`src/rtl/fsm_driver.sv`:
```
// Initiator-side sequencer for the 2-bit start/init/done/ack control FSM:
// latches a job, burns its work cycles, then walks the control FSM through one handshake.
module fsm_driver #(
    parameter int LEN_W        = 8,
    parameter int SYNC_TIMEOUT = 64
) (
    input  logic             clk,
    input  logic             rst,
    input  logic             req_valid_i,
    input  logic [LEN_W-1:0] req_len_i,
    output logic             req_ready_o,
    input  logic [1:0]       ctrl_state_i,
    input  logic             ack_i,
    output logic             init_o,
    output logic             start_o,
    output logic             done_o,
    output logic             busy_o,
    output logic             job_done_o,
    output logic             err_o,
    output logic [7:0]       err_count_o
);

    localparam int TO_W = $clog2(SYNC_TIMEOUT + 1);

    typedef enum logic [2:0] {
        IDLE,
        WORK,
        SYNC,
        ISSUE,
        DONE,
        RETIRE
    } state_t;

    state_t            state_q, state_d;
    logic [LEN_W-1:0]  cnt_q, cnt_d;
    logic [TO_W-1:0]   tmo_q, tmo_d;
    logic              err_set;
    logic              retire_ok;
    logic              ready_q, busy_q, start_q, done_q, job_done_q, err_q;
    logic [7:0]        err_count_q;

    // Every mismatch path falls back to SYNC with a fresh timeout window;
    // the latched job stays, so WORK is never repeated on a retry.
    always_comb begin
        state_d   = state_q;
        cnt_d     = cnt_q;
        tmo_d     = tmo_q;
        err_set   = 1'b0;
        retire_ok = 1'b0;
        case (state_q)
            IDLE: begin
                if (req_valid_i) begin
                    cnt_d   = (req_len_i == '0) ? LEN_W'(1) : req_len_i;
                    state_d = WORK;
                end
            end
            WORK: begin
                cnt_d = cnt_q - LEN_W'(1);
                if (cnt_q <= LEN_W'(1)) begin
                    state_d = SYNC;
                    tmo_d   = '0;
                end
            end
            SYNC: begin
                if (ack_i) begin
                    state_d = ISSUE;
                end else if (tmo_q == TO_W'(SYNC_TIMEOUT - 1)) begin
                    tmo_d   = '0;
                    err_set = 1'b1;
                end else begin
                    tmo_d = tmo_q + TO_W'(1);
                end
            end
            ISSUE: begin
                if (ctrl_state_i == 2'b00) begin
                    state_d = DONE;
                end else begin
                    err_set = 1'b1;
                    state_d = SYNC;
                    tmo_d   = '0;
                end
            end
            DONE: begin
                if (ctrl_state_i == 2'b01) begin
                    state_d = RETIRE;
                end else begin
                    err_set = 1'b1;
                    state_d = SYNC;
                    tmo_d   = '0;
                end
            end
            RETIRE: begin
                if (ctrl_state_i == 2'b10) begin
                    retire_ok = 1'b1;
                    state_d   = IDLE;
                end else begin
                    err_set = 1'b1;
                    state_d = SYNC;
                    tmo_d   = '0;
                end
            end
            default: state_d = IDLE;
        endcase
    end

    // Moore outputs are decoded from the next state so they appear registered
    // in the same cycle as the state they belong to.
    always_ff @(posedge clk or posedge rst) begin
        if (rst) begin
            state_q     <= IDLE;
            cnt_q       <= '0;
            tmo_q       <= '0;
            ready_q     <= 1'b1;
            busy_q      <= 1'b0;
            start_q     <= 1'b0;
            done_q      <= 1'b0;
            job_done_q  <= 1'b0;
            err_q       <= 1'b0;
            err_count_q <= '0;
        end else begin
            state_q    <= state_d;
            cnt_q      <= cnt_d;
            tmo_q      <= tmo_d;
            ready_q    <= (state_d == IDLE);
            busy_q     <= (state_d != IDLE);
            start_q    <= (state_d == ISSUE);
            done_q     <= (state_d == DONE);
            job_done_q <= retire_ok;
            err_q      <= err_set;
            if (err_set && (err_count_q != 8'hFF)) begin
                err_count_q <= err_count_q + 8'd1;
            end
        end
    end

    assign init_o      = (state_q == SYNC) && ack_i;
    assign req_ready_o = ready_q;
    assign busy_o      = busy_q;
    assign start_o     = start_q;
    assign done_o      = done_q;
    assign job_done_o  = job_done_q;
    assign err_o       = err_q;
    assign err_count_o = err_count_q;

endmodule

```
`config.mk`:
```
export PLATFORM = sky130hd
export DESIGN_NAME = fsm_driver
export DESIGN_NICKNAME = d
export VERILOG_FILES = /design/src/rtl/fsm_driver.sv
export SDC_FILE = /design/constraint.sdc
export NUM_CORES = 1
export LEC_CHECK = 0
export ABC_AREA = 1
export CAP_MARGIN = 40
export CORE_AREA = 2 2 79 81
export DETAILED_ROUTE_END_ITERATION = 8
export DIE_AREA = 0 0 81 83
export SLEW_MARGIN = 40
export SYNTH_ARGS = -nofsm -noshare
export SYNTH_HDL_FRONTEND = slang
export SYNTH_SLANG_ARGS = --single-unit
```
`constraint.sdc`:
```
create_clock -name clk -period 1.9 [get_ports clk]
set_input_delay 0.38 -clock clk [delete_from_list [all_inputs] [get_ports clk]]
set_output_delay 0.38 -clock clk [all_outputs]
set_load 0.005 [all_outputs]
```
**Word level (Yosys, flattened, before mapping)**

Index checks and enable logic that the tools add are counted.

- Add/subtract/negate cells: 3
- Multipliers: 0
- Div/mod/pow operators: 0
- Magnitude comparators: 1
- Equal/unequal tests: 17
- Shifts and indexed selects: 0
- Mux-type cells: 25
- Bitwise logic cells: 0
- Reduce and logical (&&, ||, !) cells: 11

Operators by type and width:

| cell | count |
|---|---|
| $mux W7 | 6 |
| $pmux W7 S5 | 1 |
| $pmux W3 S6 | 1 |
| $mux W8 | 2 |
| $pmux W8 S2 | 1 |
| $mux W3 | 5 |
| $ne A2 B2 Y1 const B | 6 |
| $eq A3 B2 Y1 const B | 3 |
| $eq A3 B3 Y1 const B | 3 |
| $add A8 B1 Y8 const B | 1 |
| $le A8 B1 Y1 const B | 1 |
| $logic_not A8 Y1 | 1 |
| $ne A8 B8 Y1 const B | 1 |
| $sub A8 B1 Y8 const B | 1 |
| $add A7 B1 Y7 const B | 1 |
| $eq A7 B6 Y1 const B | 1 |
| $mux W1 | 7 |
| $logic_not A3 Y1 | 2 |
| $reduce_and A6 Y1 | 1 |
| $reduce_bool A5 Y1 | 1 |
| $pmux W1 S4 | 1 |
| $eq A3 B1 Y1 const B | 1 |
| $reduce_bool A3 Y1 | 1 |
| $eq A2 B1 Y1 const B | 1 |
| 6 further kinds | 7 |

- Flip-flop bits (word level): 32
- Latch bits: 0
- Memory bits (writable): 0
- Memory bits (read-only): 0
- Input port bits: 14
- Output and inout port bits: 15
- Logic and storage cells: 67
- Memories kept: 0

**Depth between registers and ports, before layout**

Gate-level depths: netlist (run 1).

- Depth after elaboration: 5
- Gate-level depth with buffers: 11
- Mapped depth without buffers: 11

**Worst setup path before layout (run 1)**

No wires, ideal clock.

- Kind: reg-to-reg
- Start point: register tmo_q[0]
- End point: register err_count_q[3] (netlist: err_count_o[3])
- Setup time: 0.118 ns
- Arrival: 1.339 ns
- Required time: 1.782 ns
- Path slack: 0.443 ns
- Stages on the path, launching flop included: 9
- Path buffers: 0
- Period minus slack after synthesis: 1.457 ns
- Cells stage by stage: dfrtp_1 ha_1 nand3_1 nor2_2 nand2_1 nand3_4 nand3_4 nand2_1 nand2_1

- Word-level cells in the longest chain between the ends: 5

RTL lines:

| item | RTL line | RTL |
|---|---|---|
| start: declaration | 36 | `logic [TO_W-1:0] tmo_q, tmo_d;` |
| start signal: assignment | 123 | `tmo_q <= tmo_d;` |
| $eq A7 B6 Y1 | 67 | `end else if (tmo_q == TO_W'(SYNC_TIMEOUT - 1)) begin` |
| $mux W1 | 67 |  |
| $mux W1 | 65 | `if (ack_i) begin` |
| $pmux W1 S4 | 50 | `case (state_q)` |
| $logic_and A1 B1 Y1 | 130 | `if (err_set && (err_count_q != 8'hFF)) begin` |
| end signal: assignment | 131 | `err_count_q <= err_count_q + 8'd1;` |
| end: declaration | 40 | `logic [7:0] err_count_q;` |

No other way between the ends.
A chain may end at the register's enable or synchronous reset.

**Worst setup path in the final report (run 1)**

- Start point: register tmo_q[0]
- End point: register err_count_q[6] (netlist: err_count_o[6])

The elaborated chain is that of the path after synthesis.

==> flow_summary.rst, run 1 <==
.. list-table::
   :header-rows: 1

   * - Metric
     - Value
   * - Result of the run
     - finished, final reports clean
   * - Vias
     - 1795
   * - Number of enable flip-flop cells after synthesis
     - 0
   * - Simple-gate portion of the synthesized area
     - 38.9%
   * - Required time of the critical path
     - 2080 ps
   * - Filler cells
     - 630
   * - Clock tree buffer depth
     - 2
   * - Type of the tightest min-delay check
     - primary input to asynchronous set/reset pin
   * - Total chip power
     - 2750 µW
   * - Main combinational cell family by area after synthesis
     - simple AND/OR/NAND/NOR gates
   * - Weighted congestion at the end of routability-driven global placement
     - 0.812
   * - Transition time at the pin with the least slew margin
     - 442 ps
   * - Final Hold Slack
     - 477 ps
   * - Post-Syn Instances
     - 258
   * - Most common cell on crit path
     - nand2_1
   * - First-pass GRT wire length
     - 7330 µm
   * - Die Width
     - 81 µm
   * - Cell leakage power
     - 0.00123 µW
   * - Number of H-tree branching levels
     - 2
   * - Worst-case clock skew
     - 6.75 ps
   * - TritonCTS clock tree
     - yes
   * - Number of design-rule violations left by the first detailed-router iteration
     - 46
   * - Number of logic stages on the critical path including buffering
     - 8
   * - Adder-cell share of the synthesized area
     - 3.17%
   * - Type of the setup path with the least slack
     - flip-flop to flip-flop
   * - Clock network latency to the later pin of the worst-skew pair
     - 290 ps
   * - Total count of max-transition violations in the final report
     - 0
   * - Synthesis-to-finish area growth
     - 27.3%
   * - Total wirelength of the detailed-routed design
     - 4230 µm
   * - Clock-pin slew of the registers on the worst-case setup and hold paths
     - 70 ps
   * - Initial antenna violation count
     - 0
   * - Antenna Violating Nets Remaining
     - 0
   * - Top cell type's share of synthesized area
     - 39.3%
   * - Count of endpoints failing hold in the final timing report
     - 0
   * - Cell depth of the worst flop-to-flop path
     - 8
   * - Area of the core
     - 0.00582 mm²
   * - # rows
     - 28
   * - Async set-reset flop share out of synthesis
     - 100%
   * - Syn avg cell area
     - 7.64 µm²
   * - Average wire length per cell after detail routing
     - 11.3 µm
   * - Crit-path max cell delay
     - 440 ps
   * - Net count after synthesis
     - 277
   * - Netlist Area Pre-Place
     - 0.00197 mm²
   * - Post-layout net count
     - 318
   * - Pin count of the biggest net entering global routing
     - 33
   * - Leading area contributor after synthesis
     - dfrtp_1
   * - Number of top-level design ports
     - 29
   * - Cell types with the largest area share after synthesis
     - dfrtp_1, nand2_1, inv_1, nand3_1, nor2_1
   * - FF/Latch Area
     - 803 µm²
   * - Cell type of the slowest stage on the worst timing path
     - dfrtp_1
   * - Die Height
     - 83 µm
   * - Startpoint Class
     - flip-flop
   * - Number of remaining DRC errors
     - 0
   * - Buf+Inv Stages, Crit Path
     - 0
   * - Arrival time at the worst endpoint
     - 1870 ps
   * - Worst IR Drop VDD
     - 0.000401 V
   * - Quantity of I/O buffers inserted on ports
     - 28
   * - Timing-limited maximum frequency
     - 593 MHz
   * - Detail Placement HPWL
     - 3050 µm
   * - Vias per cell
     - 4.79
   * - Area fraction in compound gates after synthesis
     - 6.41%
   * - Most used standard cells in the synthesized netlist
     - nand2_1, inv_1, dfrtp_1
   * - Via count of the first global-routing pass
     - 1673
   * - Mux share of post-synthesis cell area
     - 0%
   * - RSZ-0062 raised after global routing
     - false
   * - Gr ovfl total
     - 0
   * - Power density over cell area
     - 1100 mW/mm²
   * - Xor and xnor area share after synthesis
     - 2.66%
   * - Die footprint
     - 0.00672 mm²
   * - Number of flip-flops and latches in the synthesized netlist
     - 32
   * - Setup Total Neg Slack
     - 0 ps
   * - Primary flip-flop cell chosen by synthesis mapping
     - dfrtp_1
   * - Clock net sink count
     - 32
   * - Fraction of final layout cells sized beyond drive strength 1
     - 15.7%
   * - Portion of the post-synthesis area used by sequential elements
     - 40.7%
   * - Number of buffers added by the clock tree synthesis step
     - 5
   * - Tcrit/Tclk final
     - 88.8%
   * - Maximum fanout count along the critical path
     - 10
   * - Number of failing setup endpoints in the final timing report
     - 0
   * - Number of buffers added to fix hold violations after cts
     - 0
   * - First-pass detailed-route iteration total
     - 4
   * - Ordered list of cells on the worst path
     - ha_1 > nand3_1 > nor2_2 > nand2_1 > nand3_4 > nand3_4 > nand2_1 > nand2_1
   * - Crit path max-delay family
     - simple AND/OR/NAND/NOR gates
   * - Antenna cell count
     - 0
   * - Total routing resource utilization after global routing
     - 13.7%
   * - Root Buffer
     - clkbuf_8
   * - Initial Util
     - 33.9%
   * - Critical Path End Type
     - flip-flop
   * - Cell with the most instances after synthesis
     - nand2_1
   * - Final Critical Period
     - 1690 ps
   * - Unique cell type count in the Yosys netlist
     - 32
   * - Synth warn
     - 0
   * - Combined area of the multi-input logic cells
     - 0.00102 mm²
   * - Relative max-transition margin
     - 70.3%
   * - Number of maximum-capacitance constraint violations
     - 0
## repair_timing
item / in CTS / in global routing
pin swaps: 0 / 0
endpoints found under the setup margin: 1 / 1
resized for setup: 3 / 1
buffers inserted: 3 / 0
## stage by stage
stage          setup WS (ps)  util [%]  cell area (µm²)  instances
6_report                 212      43.2             2510        375
5_1_grt                 22.5      43.2             2510        375
4_1_cts                 19.6      43.1             2510        375
3_5_place_dp            27.0      40.7             2370        364
3_3_place_gp            56.0      40.7             2370        364
2_1_floorplan            443         -             1970        258
## registers in the layout, indices dropped and copies added (netlist names)
signal and flops:
job_done_o 1, done_o 1, tmo_q 7, cnt_q 8, busy_o 1, req_ready_o 1
err_count_o 8, err_o 1, start_o 1, state_q 3
## logic make-up after synthesis
group / Yosys count
compound gates: 21
flops: 32
fa+ha+maj: 5
xor+xnor: 6
simple gates: 154
buf+inv: 40
## placed cells by master (no fill, tap or decap), types with 2 or more instances in the layout
master / count
nand2_1: 69
inv_1: 32
dfrtp_1: 30
clkdlybuf4s50_1: 27
nor2_1: 24
nand3_1: 19
nand4_1: 10
nor2_2: 8
buf_4: 8
nand2_2: 7
o21ai_0: 7
nor3_1: 6
ha_1: 5
clkbuf_8: 5
inv_2: 4
nand3_2: 4
nand3_4: 4
a21oi_1: 4
xnor2_1: 3
xor2_1: 3
inv_4: 2
o211ai_1: 2
o31ai_1: 2
## path summary, 6_finish.rpt
kind / startpoint / to / slack, ps
min in group clk: tmo_q[6] / tmo_q[6] / 500
worst max register to register: tmo_q[0] / err_count_o[6] / 210
worst max-delay path: tmo_q[0] / err_count_o[6] / 210
max in group asynchronous: rst / req_ready_o / 1100
worst min-delay path: rst / done_o / 480
worst min register to register: tmo_q[6] / tmo_q[6] / 500
## report_power, final
group | internal (µW) | total, µW | switching (µW) | leakage, µW
combinational | 448 | 1150 | 703 | 0.000755
clock | 389 | 653 | 264 | 0.0000552
sequential | 845 | 951 | 106 | 0.000418
total | 1680 | 2750 | 1070 | 0.00123
## layer usage
metal	GRT usage (%)	up-vias	share of wire, %
met3	2.50	7	4.7
met1	18.3	829	48
met5	0	-	0
met2	20.7	49	45
met4	7.24	0	2.0
li1	-	910	-
## area by class of cell
type | instances | area share, %
multi-input cells | 186 | 40.5
clock inverters | 2 | 1.40
flip-flops and latches | 32 | 32.0
well taps | 75 | 3.74
repair buffers | 36 | 13.7
inverters | 38 | 5.88
clock buffers | 6 | 2.89
## worst min-delay path: stages
cell             delay (ps)
clkdlybuf4s50_1         400
inv_1                    50
buf_4                   360
No activity file was read; power rests on OpenSTA's default activity.
==> run 2: changes to the inputs <==
CELL_PAD_IN_SITES_DETAIL_PLACEMENT = 1   (was default)
CELL_PAD_IN_SITES_GLOBAL_PLACEMENT = 1   (was default)
PLACE_DENSITY_LB_ADDON = 0.1   (was default)
==> flow_summary.rst, run 2 (synthesis results as in run 1) <==
.. list-table::
   :header-rows: 1

   * - Metric
     - Value
   * - Result of the run
     - finished, final reports clean
   * - Type of the setup path with the least slack
     - flip-flop to flip-flop
   * - Vias
     - 1824 (+1.6%)
   * - Buf+Inv Stages, Crit Path
     - 5 (+5)
   * - Critical path startpoint
     - state_q[0]
   * - Power share of the sequential group
     - 34.9% (+0.4 points)
   * - Die Height
     - 83 µm (unchanged)
   * - Number of failing setup endpoints in the final timing report
     - 0 (unchanged)
   * - # rows
     - 28 (unchanged)
   * - Total internal power
     - 1620 µW (-3.7%)
   * - Relative max-transition margin
     - 69.8% (-0.48 points)
   * - Antenna cell count
     - 0 (unchanged)
   * - Worst setup slack for register-to-register paths
     - 160 ps (-50 ps)
   * - Power dissipated by switching net loads
     - 1140 µW (+6.0%)
   * - Terminus of the critical flop-to-flop path
     - tmo_q[2]
   * - Number of H-tree branching levels
     - 2 (unchanged)
   * - Number of buffers added to fix hold violations after cts
     - 0 (unchanged)
   * - Crit-path max cell delay
     - 400 ps (-40 ps)
   * - Filler cells
     - 755 (+20%)
   * - Source of the worst register-to-register timing path
     - state_q[0]
   * - Switching Fraction
     - 41.2% (+2.3 points)
   * - Number of buffers added by the clock tree synthesis step
     - 5 (unchanged)
   * - Fraction of final layout cells sized beyond drive strength 1
     - 16.4% (+0.78 points)
   * - Die footprint
     - 0.00672 mm² (unchanged)
   * - Tcrit/Tclk final
     - 91.3% (+2.5 points)
   * - Required time of the critical path
     - 2070 ps (about the same)
   * - Post-layout net count
     - 322 (+1.3%)
   * - Clock share of power
     - 20.3% (-3.4 points)
   * - Gr ovfl total
     - 0 (unchanged)
   * - Synthesis-to-finish area growth
     - 28.4%
   * - First-pass detailed-route iteration total
     - 4 (unchanged)
   * - Count of endpoints failing hold in the final timing report
     - 0 (unchanged)
   * - Clock network latency to the later pin of the worst-skew pair
     - 290 ps (about the same)
   * - Cell leakage power
     - 0.00124 µW (+0.81%)
   * - Average wire length per cell after detail routing
     - 13.4 µm (+19%)
   * - Power density over cell area
     - 1090 mW/mm² (-0.70%)
   * - Transition time at the pin with the least slew margin
     - 449 ps (+7.12 ps)
   * - Clock tree buffer depth
     - 2 (unchanged)
   * - Total wirelength of the detailed-routed design
     - 5090 µm (+20%)
   * - Number of remaining DRC errors
     - 0 (unchanged)
   * - Initial antenna violation count
     - 0 (unchanged)
   * - Placed cell count
     - 366 (+0.55%)
   * - Vias per cell
     - 4.81 (+0.54%)
   * - Area of the core
     - 0.00582 mm² (unchanged)
   * - Placed Area
     - 0.00238 mm² (+0.63%)
   * - Cell depth of the worst flop-to-flop path
     - 11 (+3)
   * - Clock-pin slew of the registers on the worst-case setup and hold paths
     - 80 ps (about the same)
   * - Setup Total Neg Slack
     - 0 ps (unchanged)
   * - Post-route non-filler standard cell count
     - 379 (+1.1%)
   * - Total routing resource utilization after global routing
     - 16.7% (+3.0 points)
   * - Cell type of the slowest stage on the worst timing path
     - dfrtp_1
   * - Timing-limited maximum frequency
     - 576 MHz (-2.8%)
   * - TritonCTS clock tree
     - yes
   * - Critical Path End Type
     - flip-flop
   * - Detail Placement HPWL
     - 3730 µm (+22%)
   * - Startpoint Class
     - flip-flop
   * - Quantity of I/O buffers inserted on ports
     - 28 (unchanged)
   * - Via count of the first global-routing pass
     - 1898 (+13%)
   * - Ordered list of cells on the worst path
     - buf_4 > buf_4 > buf_4 > nand3_4 > inv_2 > nand2_2 > nand2_2 > nor2_8 > inv_4 > nand2_1 > nand2_1
   * - Number of top-level design ports
     - 29 (unchanged)
   * - Crit path max-delay family
     - buffers and inverters
   * - Arrival time at the worst endpoint
     - 1910 ps (+40 ps)
   * - Worst-case clock skew
     - 11.9 ps (+5.10 ps)
   * - Initial Util
     - 33.9% (unchanged)
   * - First-pass GRT wire length
     - 8890 µm (+21%)
   * - Pin count of the biggest net entering global routing
     - 33 (unchanged)
   * - Most frequent standard cell in the layout excluding fill and tap cells
     - nand2_1
   * - Comb pwr share
     - 44.8% (+3.0 points)
   * - Antenna Violating Nets Remaining
     - 0 (unchanged)
   * - Type of the tightest min-delay check
     - primary input to asynchronous set/reset pin
   * - Layout Utilization
     - 43.5% (+0.34 points)
   * - Die Width
     - 81 µm (unchanged)
   * - Clock net sink count
     - 32 (unchanged)
   * - Top library cells by usage in the layout, fill and taps aside
     - nand2_1, inv_1, dfrtp_1
   * - Total count of max-transition violations in the final report
     - 0 (unchanged)
   * - Root Buffer
     - clkbuf_8
   * - Weighted congestion at the end of routability-driven global placement
     - 0.703 (-13%)
   * - Number of design-rule violations left by the first detailed-router iteration
     - 30 (-35%)
   * - Final Critical Period
     - 1740 ps (+48.0 ps)
   * - Most common cell on crit path
     - buf_4
   * - Maximum fanout count along the critical path
     - 12 (+2)
   * - Number of maximum-capacitance constraint violations
     - 0 (unchanged)
   * - Non-Filler Cell Area, Final
     - 0.00253 mm² (+0.80%)
   * - Worst IR Drop VDD
     - 0.000427 V (+6.3%)
==> run 2: cell types whose count changed in the layout (fill, tap and decap cells not counted), sizes merged <==
cell	delta
buf	+4
clkbuf	+2
bufinv	-1
clkinv	-1
==> run 2: worst max path at each step <==
stage | cells past startpoint | to | slack [ps]
floorplan | 8 | err_count_o[3] | 440
global placement | 4 | init_o | 50
detailed placement | 9 | err_count_o[7] | 20
CTS | 6 | init_o | 10
global route | 9 | cnt_q[3] | -5
finish | 11 | tmo_q[2] | 160
==> run 2: per-layer routing <==
metal | wire (µm) | part of all wire [%] | global-route usage (%)
met3 | 129 | 2.5 | 3.04
met5 | 0 | 0 | 0
met2 | 2440 | 48 | 27.0
met1 | 2480 | 49 | 22.5
met4 | 49 | 0.96 | 5.08
==> run 2: through the flow <==
stage          hold slack [ps]  total power (µW)  worst slack [ps]
2_1_floorplan              468              1790               443
3_3_place_gp               489              2150              47.8
3_5_place_dp               497              2170              23.3
4_1_cts                    499              2780              10.7
5_1_grt                    536              3000             -5.04
6_report                   477              2760               164
==> run 2: what timing repair did <==
item | in CTS | in global routing
endpoints found under the hold margin | 0 | 0
resized for setup | 2 | 3
setup buffers | 4 | 1
endpoints found under the setup margin | 1 | 1
==> run 2: cell type report <==
| type | instances | area (µm²) | area share, % |
|---|---|---|---|
| inverter | 38 | 148 | 5.83 |
| multi-input combinational | 186 | 1020 | 40.4 |
| tap | 75 | 93.8 | 3.71 |
| timing repair buffer | 40 | 373 | 14.7 |
| clock buffer | 8 | 90.1 | 3.56 |
| sequential | 32 | 803 | 31.7 |
==> run 2: power by group through the flow <==
stage / clock, µW / sequential (µW) / combinational [µW]
floorplan: 0 / 967 / 821
global placement: 0 / 974 / 1180
detailed placement: 0 / 980 / 1190
CTS: 588 / 959 / 1230
global route: 616 / 985 / 1400
finish: 560 / 961 / 1240
==> run 2: worst min-delay path, cell delays in order <==
cell,delay (ps)
clkdlybuf4s50_1,390
inv_1,50
buf_4,370
==> run 3: changes to the inputs <==
PLACE_DENSITY = 0.78   (was default)
PLACE_DENSITY_LB_ADDON = default   (was 0.1)
==> flow_summary.rst, run 3 (synthesis results as in run 1) <==
.. list-table::
   :header-rows: 1

   * - Metric
     - Value
   * - Crit path max-delay family
     - flip-flops
   * - Number of top-level design ports
     - 29 (unchanged)
   * - Synthesis-to-finish area growth
     - 26.2%
   * - Antenna Violating Nets Remaining
     - 0 (unchanged)
   * - Buf+Inv Stages, Crit Path
     - 1 (-4)
   * - Vias
     - 1830 (+0.33%)
   * - # rows
     - 28 (unchanged)
   * - Worst-case clock skew
     - 8.40 ps (-3.45 ps)
   * - Most frequent standard cell in the layout excluding fill and tap cells
     - nand2_1
   * - Power share of the sequential group
     - 36.0% (+1.1 points)
   * - Root Buffer
     - clkbuf_8
   * - Crit-path max cell delay
     - 520 ps (+120 ps)
   * - Total wirelength of the detailed-routed design
     - 5100 µm (+0.28%)
   * - Post-layout net count
     - 319 (-0.93%)
   * - Required time of the critical path
     - 1520 ps (-550 ps)
   * - Tcrit/Tclk final
     - 88.7% (-2.6 points)
   * - Cell leakage power
     - 0.00123 µW (-0.95%)
   * - Result of the run
     - finished, final reports clean
   * - Weighted congestion at the end of routability-driven global placement
     - 0.790 (+12%)
   * - Number of maximum-capacitance constraint violations
     - 0 (unchanged)
   * - Startpoint Class
     - flip-flop
   * - Top library cells by usage in the layout, fill and taps aside
     - nand2_1, inv_1, dfrtp_1
   * - Worst IR Drop VDD
     - 0.000356 V (-17%)
   * - Average wire length per cell after detail routing
     - 13.6 µm (+1.1%)
   * - Pin count of the biggest net entering global routing
     - 33 (unchanged)
   * - Total routing resource utilization after global routing
     - 17.1% (+0.39 points)
   * - Count of endpoints failing hold in the final timing report
     - 0 (unchanged)
   * - Die Height
     - 83 µm (unchanged)
   * - Number of remaining DRC errors
     - 0 (unchanged)
   * - Cell type of the slowest stage on the worst timing path
     - dfstp_2
   * - FF/Latch Area
     - 803 µm² (unchanged)
   * - Worst slack at placement
     - 32.0 ps (+8.63 ps)
   * - Type of the setup path with the least slack
     - flip-flop to output port
   * - Combined area of the multi-input logic cells
     - 0.00101 mm² (-1.5%)
   * - Number of buffers added to fix hold violations after cts
     - 0 (unchanged)
   * - Critical Path End Type
     - output port
   * - Via count of the first global-routing pass
     - 1943 (+2.4%)
   * - Number of buffers added by the clock tree synthesis step
     - 5 (unchanged)
   * - Gr ovfl total
     - 0 (unchanged)
   * - Relative max-transition margin
     - 72.7% (+2.9 points)
   * - Detail Placement HPWL
     - 3720 µm (-0.35%)
   * - Total count of max-transition violations in the final report
     - 0 (unchanged)
   * - Clock-pin slew of the registers on the worst-case setup and hold paths
     - 70 ps (about the same)
   * - Antenna cell count
     - 0 (unchanged)
   * - Source of the worst register-to-register timing path
     - tmo_q[0]
   * - Ordered list of cells on the worst path
     - clkdlybuf4s50_1
   * - Maximum fanout count along the critical path
     - 1 (-11)
   * - Clock network latency to the later pin of the worst-skew pair
     - 290 ps (about the same)
   * - Critical path startpoint
     - req_ready_o
   * - Transition time at the pin with the least slew margin
     - 406 ps (-42.9 ps)
   * - Comb pwr share
     - 44.5% (-0.3 points)
   * - Quantity of I/O buffers inserted on ports
     - 28 (unchanged)
   * - Clock net sink count
     - 32 (unchanged)
   * - Power dissipated by switching net loads
     - 1120 µW (-1.7%)
   * - Die footprint
     - 0.00672 mm² (unchanged)
   * - Number of design-rule violations left by the first detailed-router iteration
     - 58 (+93%)
   * - Arrival time at the worst endpoint
     - 1310 ps (-600 ps)
   * - Initial Util
     - 33.9% (unchanged)
   * - Die Width
     - 81 µm (unchanged)
   * - Initial antenna violation count
     - 0 (unchanged)
   * - Number of H-tree branching levels
     - 2 (unchanged)
   * - Timing-limited maximum frequency
     - 593 MHz (+3.0%)
   * - Number of failing setup endpoints in the final timing report
     - 0 (unchanged)
   * - Clock tree buffer depth
     - 2 (unchanged)
   * - TritonCTS clock tree
     - yes
   * - Power density over cell area
     - 1070 mW/mm² (-1.7%)
   * - Setup Total Neg Slack
     - 0 ps (unchanged)
   * - Type of the tightest min-delay check
     - primary input to asynchronous set/reset pin
   * - Clock share of power
     - 19.5% (-0.8 points)
   * - Switching Fraction
     - 42.0% (+0.72 points)
   * - Total internal power
     - 1550 µW (-4.6%)
   * - Final Worst Setup Slack
     - 215 ps (+50.3 ps)
   * - Vias per cell
     - 4.87 (+1.1%)
   * - First-pass GRT wire length
     - 8990 µm (+1.2%)
   * - Final Critical Period
     - 1690 ps (-50.3 ps)
   * - Fraction of final layout cells sized beyond drive strength 1
     - 16.3% (-0.17 points)
   * - First-pass detailed-route iteration total
     - 4 (unchanged)
   * - RSZ-0062 raised after global routing
     - false
   * - Area of the core
     - 0.00582 mm² (unchanged)
   * - Filler cells
     - 735 (-2.6%)
run 3: final timing paths:
check	end	slack (ps)	cells past startpoint
hold / removal	err_o	490	3
min in group clk	cnt_q[7]	510	2
max in group asynchronous	req_ready_o	1080	3
setup reg to reg	err_count_o[2]	230	8
setup / recovery	req_ready_o	210	1
hold reg to reg	cnt_q[7]	510	2
run 3: power by group through the flow:
stage	clock network, µW	registers, µW	logic, µW
6_report	521	959	1180
5_1_grt	578	978	1370
4_1_cts	550	959	1200
3_5_place_dp	0	974	1170
3_3_place_gp	0	968	1140
2_1_floorplan	0	967	821
run 3: routing by layer:
layer | track usage [%] | vias up | part of all wire (%)
met2 | 27.4 | 30 | 49
met1 | 21.8 | 880 | 46
met4 | 7.40 | 0 | 2.2
met5 | 0 | - | 0
li1 | - | 912 | -
met3 | 3.80 | 8 | 3.1
run 3: metrics by stage:
stage | cell area, µm² | util (%) | power (µW) | instances | hold WS (ps)
2_1_floorplan | 1970 | - | 1790 | 258 | 468
3_3_place_gp | 2370 | 40.8 | 2110 | 365 | 488
3_5_place_dp | 2370 | 40.8 | 2140 | 365 | 498
4_1_cts | 2490 | 42.7 | 2710 | 376 | 507
5_1_grt | 2490 | 42.8 | 2920 | 376 | 549
6_report | 2490 | 42.8 | 2660 | 376 | 488
run 3: cell type report:
cell class,count,area share [%]
Clock buffer,5,2.77
Multi-Input combinational cell,186,40.5
Sequential cell,32,32.3
Tap cell,75,3.77
Inverter,38,5.83
Timing Repair Buffer,37,14.1
Clock inverter,3,0.754
run 3: repair_timing:
action | CTS | global route
gates resized for setup | 1 | 1
endpoints found under the hold margin | 0 | 0
buffers inserted | 3 | 0
endpoints found under the setup margin | 1 | 1
run 3: worst reg2reg max path, delay by kind of cell, from the launching register on:
| kind | cells | cell delay (ps) |
|---|---|---|
| AND/OR/NAND/NOR | 7 | 890 |
| flip-flops | 1 | 440 |
| adder cells (fa/ha/maj) | 1 | 210 |
